`src/rtl/db9md_pkg.sv`:
```
// db9md_pkg: button/line bit indices, default timeout and cycle-state enum for the MD pad emulator
package db9md_pkg;
    localparam int BTN_UP    = 0;
    localparam int BTN_DOWN  = 1;
    localparam int BTN_LEFT  = 2;
    localparam int BTN_RIGHT = 3;
    localparam int BTN_A     = 4;
    localparam int BTN_B     = 5;
    localparam int BTN_C     = 6;
    localparam int BTN_START = 7;
    localparam int BTN_Z     = 8;
    localparam int BTN_Y     = 9;
    localparam int BTN_X     = 10;
    localparam int BTN_MODE  = 11;
    localparam int LINE_D0   = 0;
    localparam int LINE_D1   = 1;
    localparam int LINE_D2   = 2;
    localparam int LINE_D3   = 3;
    localparam int LINE_TL   = 4;
    localparam int LINE_TR   = 5;
    localparam int DEFAULT_TIMEOUT_CYC = 60000;
    typedef enum logic [2:0] {CYC_IDLE, CYC_ONE, CYC_TWO, CYC_ID, CYC_EXT} cyc_e;
endpackage

```
`src/rtl/db9md_pad_emu_if.sv`:
```
// db9md_pad_emu_if: host-facing pad bundle; sel_in/btn in, pad_out (active-low {TR,TL,D3..D0}) and cyc_dbg out
interface db9md_pad_emu_if;
    logic        sel_in;
    logic [11:0] btn;
    logic [5:0]  pad_out;
    logic [2:0]  cyc_dbg;
    modport master (output sel_in, btn, input pad_out, cyc_dbg);
    modport slave  (input sel_in, btn, output pad_out, cyc_dbg);
endinterface

```
`src/rtl/db9md_pad_emu_sync_edge.sv`:
```
// sync_edge: 2-FF synchroniser with preset, q = synced level, rise/fall = one-clk pulses
module sync_edge #(
    parameter logic RST_VAL = 1'b1
) (
    input  logic clk,
    input  logic rst_n,
    input  logic d,
    output logic q,
    output logic rise,
    output logic fall
);
    logic ff1_q, ff1_d, ff2_q, ff2_d, prev_q, prev_d;
    always_comb begin
        ff1_d  = d;
        ff2_d  = ff1_q;
        prev_d = ff2_q;
    end
    always_ff @(posedge clk or negedge rst_n) begin
        if (!rst_n) begin
            ff1_q  <= RST_VAL;
            ff2_q  <= RST_VAL;
            prev_q <= RST_VAL;
        end else begin
            ff1_q  <= ff1_d;
            ff2_q  <= ff2_d;
            prev_q <= prev_d;
        end
    end
    assign q    = ff2_q;
    assign rise = ff2_q & ~prev_q;
    assign fall = ~ff2_q & prev_q;
endmodule

```
`src/rtl/db9md_pad_emu.sv`:
```
// db9md_pad_emu: Mega Drive 6/3-button pad responder; clk_sys/reset_n plain, pad bundle via slave modport
module db9md_pad_emu
    import db9md_pkg::*;
#(
    parameter bit SIX_BTN     = 1'b1,
    parameter int TIMEOUT_CYC = DEFAULT_TIMEOUT_CYC,
    parameter int TW          = 16
) (
    input logic              clk_sys,
    input logic              reset_n,
    db9md_pad_emu_if.slave   pad
);
    logic          sel_s, sel_rise, sel_fall, sel_q, sel_d, timeout;
    cyc_e          cyc_q, cyc_d, cyc_base;
    logic [TW-1:0] timer_q, timer_d;
    logic [11:0]   btn_lat_q, btn_lat_d;
    logic [5:0]    pad_q, pad_d, lines;

    sync_edge #(.RST_VAL(1'b1)) u_sync (
        .clk  (clk_sys),
        .rst_n(reset_n),
        .d    (pad.sel_in),
        .q    (sel_s),
        .rise (sel_rise),
        .fall (sel_fall)
    );

    always_comb begin
        timeout   = timer_q == TW'(TIMEOUT_CYC);
        timer_d   = (sel_rise | sel_fall) ? '0 : timeout ? timer_q : timer_q + 1'b1;
        // expiry wins first, then a same-cycle falling edge advances from idle
        cyc_base  = timeout ? CYC_IDLE : cyc_q;
        cyc_d     = !SIX_BTN ? CYC_IDLE : !sel_fall ? cyc_base :
                    cyc_base == CYC_EXT ? CYC_ONE : cyc_e'(cyc_base + 3'd1);
        sel_d     = sel_s;
        btn_lat_d = cyc_q == CYC_IDLE ? pad.btn : btn_lat_q;
        // logical 1 = pressed / pin pulled low; inverted onto the pins below
        lines     = sel_q ? (cyc_q == CYC_ID ?
                        {btn_lat_q[BTN_C], btn_lat_q[BTN_B], btn_lat_q[BTN_MODE],
                         btn_lat_q[BTN_X], btn_lat_q[BTN_Y], btn_lat_q[BTN_Z]} :
                        {btn_lat_q[BTN_C], btn_lat_q[BTN_B], btn_lat_q[BTN_RIGHT],
                         btn_lat_q[BTN_LEFT], btn_lat_q[BTN_DOWN], btn_lat_q[BTN_UP]}) :
                    {btn_lat_q[BTN_START], btn_lat_q[BTN_A],
                     cyc_q == CYC_ID ? 4'hF : cyc_q == CYC_EXT ? 4'h0 :
                     {2'b11, btn_lat_q[BTN_DOWN], btn_lat_q[BTN_UP]}};
        pad_d     = ~lines;
    end

    always_ff @(posedge clk_sys or negedge reset_n) begin
        if (!reset_n) begin
            sel_q     <= 1'b1;
            cyc_q     <= CYC_IDLE;
            timer_q   <= '0;
            btn_lat_q <= '0;
            pad_q     <= 6'b111111;
        end else begin
            sel_q     <= sel_d;
            cyc_q     <= cyc_d;
            timer_q   <= timer_d;
            btn_lat_q <= btn_lat_d;
            pad_q     <= pad_d;
        end
    end

    assign pad.pad_out = pad_q;
    assign pad.cyc_dbg = cyc_q;
endmodule
```
`src/flat_wrapper.sv`:
```
// flat-port wrapper written by rule: the top's interface ports become plain ports
module db9md_pad_emu_flat import db9md_pkg::*;
#(
    parameter bit SIX_BTN     = 1'b1,
    parameter int TIMEOUT_CYC = DEFAULT_TIMEOUT_CYC,
    parameter int TW          = 16
)
  (clk_sys, reset_n, pad_sel_in, pad_btn, pad_pad_out, pad_cyc_dbg);
  db9md_pad_emu_if pad_i ();
  input logic clk_sys;
  input logic reset_n;
  input wire logic [$bits(pad_i.sel_in)-1:0] pad_sel_in;
  input wire logic [$bits(pad_i.btn)-1:0] pad_btn;
  output wire logic [$bits(pad_i.pad_out)-1:0] pad_pad_out;
  output wire logic [$bits(pad_i.cyc_dbg)-1:0] pad_cyc_dbg;
  assign pad_i.sel_in = pad_sel_in;
  assign pad_i.btn = pad_btn;
  assign pad_pad_out = pad_i.pad_out;
  assign pad_cyc_dbg = pad_i.cyc_dbg;
  db9md_pad_emu #(.SIX_BTN(SIX_BTN), .TIMEOUT_CYC(TIMEOUT_CYC), .TW(TW)) u_core (.clk_sys(clk_sys), .reset_n(reset_n), .pad(pad_i));
endmodule
```
`config.mk`:
```
export PLATFORM = sky130hd
export DESIGN_NAME = db9md_pad_emu_flat
export DESIGN_NICKNAME = d
export VERILOG_FILES = /design/src/rtl/db9md_pkg.sv /design/src/rtl/db9md_pad_emu_if.sv /design/src/rtl/db9md_pad_emu_sync_edge.sv /design/src/rtl/db9md_pad_emu.sv /design/src/flat_wrapper.sv
export SDC_FILE = /design/constraint.sdc
export NUM_CORES = 1
export LEC_CHECK = 0
export BUFFER_PORTS_ARGS = -buffer_cell sky130_fd_sc_hd__buf_2
export CORE_MARGIN = 2
export CORE_UTILIZATION = 44
export CTS_BUF_LIST = sky130_fd_sc_hd__clkbuf_16
export CTS_CLUSTER_SIZE = 16
export DETAILED_ROUTE_END_ITERATION = 16
export PLACE_DENSITY = 0.64
export SLEW_MARGIN = 20
export SYNTH_ARGS = -nofsm -noshare
export SYNTH_HDL_FRONTEND = slang
export SYNTH_SLANG_ARGS = --single-unit
```
`constraint.sdc`:
```
create_clock -name clk_sys -period 5.2 [get_ports clk_sys]
set_input_delay 0 -clock clk_sys [delete_from_list [all_inputs] [get_ports clk_sys]]
set_output_delay 0 -clock clk_sys [all_outputs]
set_load 0.05 [all_outputs]
```
==> flow_summary.json <==
{
  "netlist_area_mm2": 0.00190,
  "endpoint_kind": "flop",
  "ys_seq_elements": 40,
  "ctsHoldBuffers": 14,
  "maxCapViolations": 0,
  "grt_max_degree": 41,
  "dp_hpwl_um": 2380,
  "grt_overflow": 0,
  "critPathKind": "reg -> reg",
  "fp.dieW_um": 69.7,
  "core_mm2": 0.00409,
  "gp_congestion": 0.811,
  "p_leak_nw": 1.05,
  "finClkSkew_ps": 6.16,
  "clock_path_buffers": 2,
  "vias_per_cell": 5.29,
  "drc": 0,
  "hp-class": "reg -> reg",
  "synth_edf_count": 0,
  "grt_antenna_before_repair": 0,
  "finalCriticalPeriod_ps": 1970,
  "clkSinkCount": 40,
  "period_share_pct": 37.9,
  "postCtsSetupRepairBufs": 0,
  "cp.required_ps": 5370,
  "fmax_mhz": 508,
  "switching_power_w": 0.000426,
  "synth_cell_types": 39,
  "synth_top_area_share_pct": 40.8,
  "diodes": 0,
  "wl_um": 3600,
  "ys_seq_area_share_pct": 53.3,
  "grtUsageTotal_pct": 16.6,
  "switching_share_pct": 35.1,
  "p_per_area_mw_per_mm2": 514,
  "critical_path_buf_inv_count": 2,
  "postSynthAreaPerCell_um2": 11.9,
  "async_reset_ff_share_pct": 100,
  "insertion_delay_ps": 280,
  "relSlewSlack_pct": 41.7,
  "crit_fanout": 7,
  "p_clk_share_pct": 28.1,
  "cts_made_buffers": 5,
  "num_rows": 23,
  "via_count": 1327,
  "synthCells": 160,
  "ctsHtreeMaxLevel": 2,
  "hold_viol": 0,
  "ys.flop_type": "dfrtp_1",
  "peakVddDrop_mv": 0.406,
  "synth_area_leaders": "dfrtp_1, dfstp_2, mux2_2",
  "tightest_slew_ps": 875,
  "crit_slowest_cell": "dfrtp_1",
  "grt_pass1_vias": 1341,
  "comb_power_share_pct": 32.1,
  "avgRoutedWirePerCell_um": 14.3,
  "path_cells": "inv_1 > ha_1 > and4bb_2 > nand4_4 > nand2_1 > inv_1 > ha_1 > nand2_1 > a21oi_1 > a31o_2",
  "crit_family": "simple AND/OR/NAND/NOR gates",
  "area_delta_synth_final_pct": 24.2,
  "floorplan.initialDensity_pct": 46.5,
  "grt_pass1_wl_um": 6360,
  "drt_iter0_drc": 69,
  "postRouteAntennaNets": 0,
  "die_area_mm2": 0.00486,
  "die_h_um": 69.7,
  "drive_above_1_share_pct": 31.3,
  "cpPeakStageDelay_ps": 420,
  "drt_pass1_iterations": 4,
  "nets": 220,
  "rsz0062_at_grt": "false",
  "outcome": "completed",
  "tns_ps": 0,
  "ctsResizeCount": 0,
  "start_kind": "flop",
  "io-pin-count": 24,
  "finalPower_w": 0.00121,
  "worstPathArrival_ps": 2140,
  "p_int_w": 0.000788,
  "syn_nets": 180,
  "pwr-share-seq_pct": 39.8,
  "path_clk_slew_ps": 60,
  "setup_viol": 0,
  "ys_warn_count": 0,
  "cts_root_buffer": "clkbuf_16",
  "synth_most_common_cell": "dfrtp_1",
  "ys_top_cells_by_count": "dfrtp_1, nor2_1, mux2_2, nand2_1",
  "drv_slew": 0,
  "cts_tree": "yes",
  "io_buffers": 23,
  "yosysTopAreaCell": "dfrtp_1"
}
## final timing paths
| kind | start | endpoint | slack (ps) | depth (start not counted) |
|---|---|---|---|---|
| min in group asynchronous | reset_n | u_core.btn_lat_q[6] | 370 | 2 |
| min | u_core.u_sync.ff1_q | u_core.u_sync.q | 360 | 0 |
| max | u_core.timer_q[0] | u_core.pad.cyc_dbg[2] | 3230 | 10 |
| max in group asynchronous | reset_n | u_core.timer_q[12] | 4270 | 2 |
| max reg2reg | u_core.timer_q[0] | u_core.pad.cyc_dbg[2] | 3230 | 10 |
| min reg2reg | u_core.u_sync.ff1_q | u_core.u_sync.q | 360 | 0 |
## layout by cell type (no fill, tap or decap), types with 3 or more instances in the layout
master / synthesis / final
buf_2: 2 / 23
nor3_1: 3 / 3
a21oi_1: 6 / 6
nand4_1: 4 / 4
mux2_2: 10 / 10
xor2_1: 7 / 7
mux2i_1: 3 / 3
nand2_1: 10 / 10
xnor2_1: 6 / 6
ha_1: 5 / 5
nor2_1: 13 / 13
and4_1: 3 / 3
inv_1: 9 / 10
clkbuf_16: 0 / 5
nand3_1: 5 / 5
o21ai_0: 5 / 5
dlygate4sd3_1: 0 / 14
dfrtp_1: 31 / 31
dfstp_2: 9 / 9
## per-stage QoR
stage / worst slack [ps] / instances / hold slack [ps] / cell area (µm²) / util, %
floorplan: 3440 / 160 / -296 / 1900 / -
global placement: 3420 / 229 / 107 / 2060 / 50.3
detailed placement: 3290 / 229 / 106 / 2060 / 50.3
CTS: 3220 / 251 / 356 / 2360 / 57.8
global route: 3090 / 251 / 360 / 2360 / 57.8
finish: 3230 / 251 / 355 / 2360 / 57.8
## state kept, by name, indices dropped and copies added (netlist names)
| signal | cells |
|---|---|
| u_core.timer_q | 16 |
| u_core.btn_lat_q | 12 |
| u_core.pad.pad_out | 6 |
| u_core.pad.cyc_dbg | 3 |
| u_core.sel_q | 1 |
| u_core.u_sync.ff1_q | 1 |
| u_core.u_sync.q | 1 |
## power by group through the flow
stage / sequential [W] / combinational (W) / clock, W
after floorplan: 0.000593 / 0.000197 / 0
after global placement: 0.000482 / 0.000368 / 0
after detailed placement: 0.000488 / 0.000382 / 0
after CTS: 0.000484 / 0.000393 / 0.000346
after global routing: 0.000495 / 0.000423 / 0.000361
final: 0.000483 / 0.000390 / 0.000341
## kinds of logic (layout without fill, tap and decap cells)
family / count (synthesis) / after routing / share of synthesized area (%)
mux: 13 / 13 / 7.51
buf+inv: 13 / 54 / 2.90
compound gates: 21 / 21 / 7.11
flops: 40 / 40 / 53.3
fa+ha+maj: 5 / 5 / 3.29
xor+xnor: 13 / 13 / 5.99
simple gates: 55 / 55 / 19.9
## layout make-up
cell class,instances,area [µm²]
sequential,40,1010
timing repair buffer,37,255
clock inverter,3,38.8
multi-input combinational,107,833
tap,50,62.6
inverter,9,33.8
fill,354,1730
clock buffer,5,125
## layer usage
metal / vias up / GRT usage (%) / part of all wire, %
met5: - / 0 / 0
met2: 27 / 24.0 / 46
met1: 651 / 22.9 / 48
met4: 0 / 8.97 / 2.9
li1: 639 / - / -
met3: 10 / 4.07 / 3.3
(Power assumes the default switching activity.)
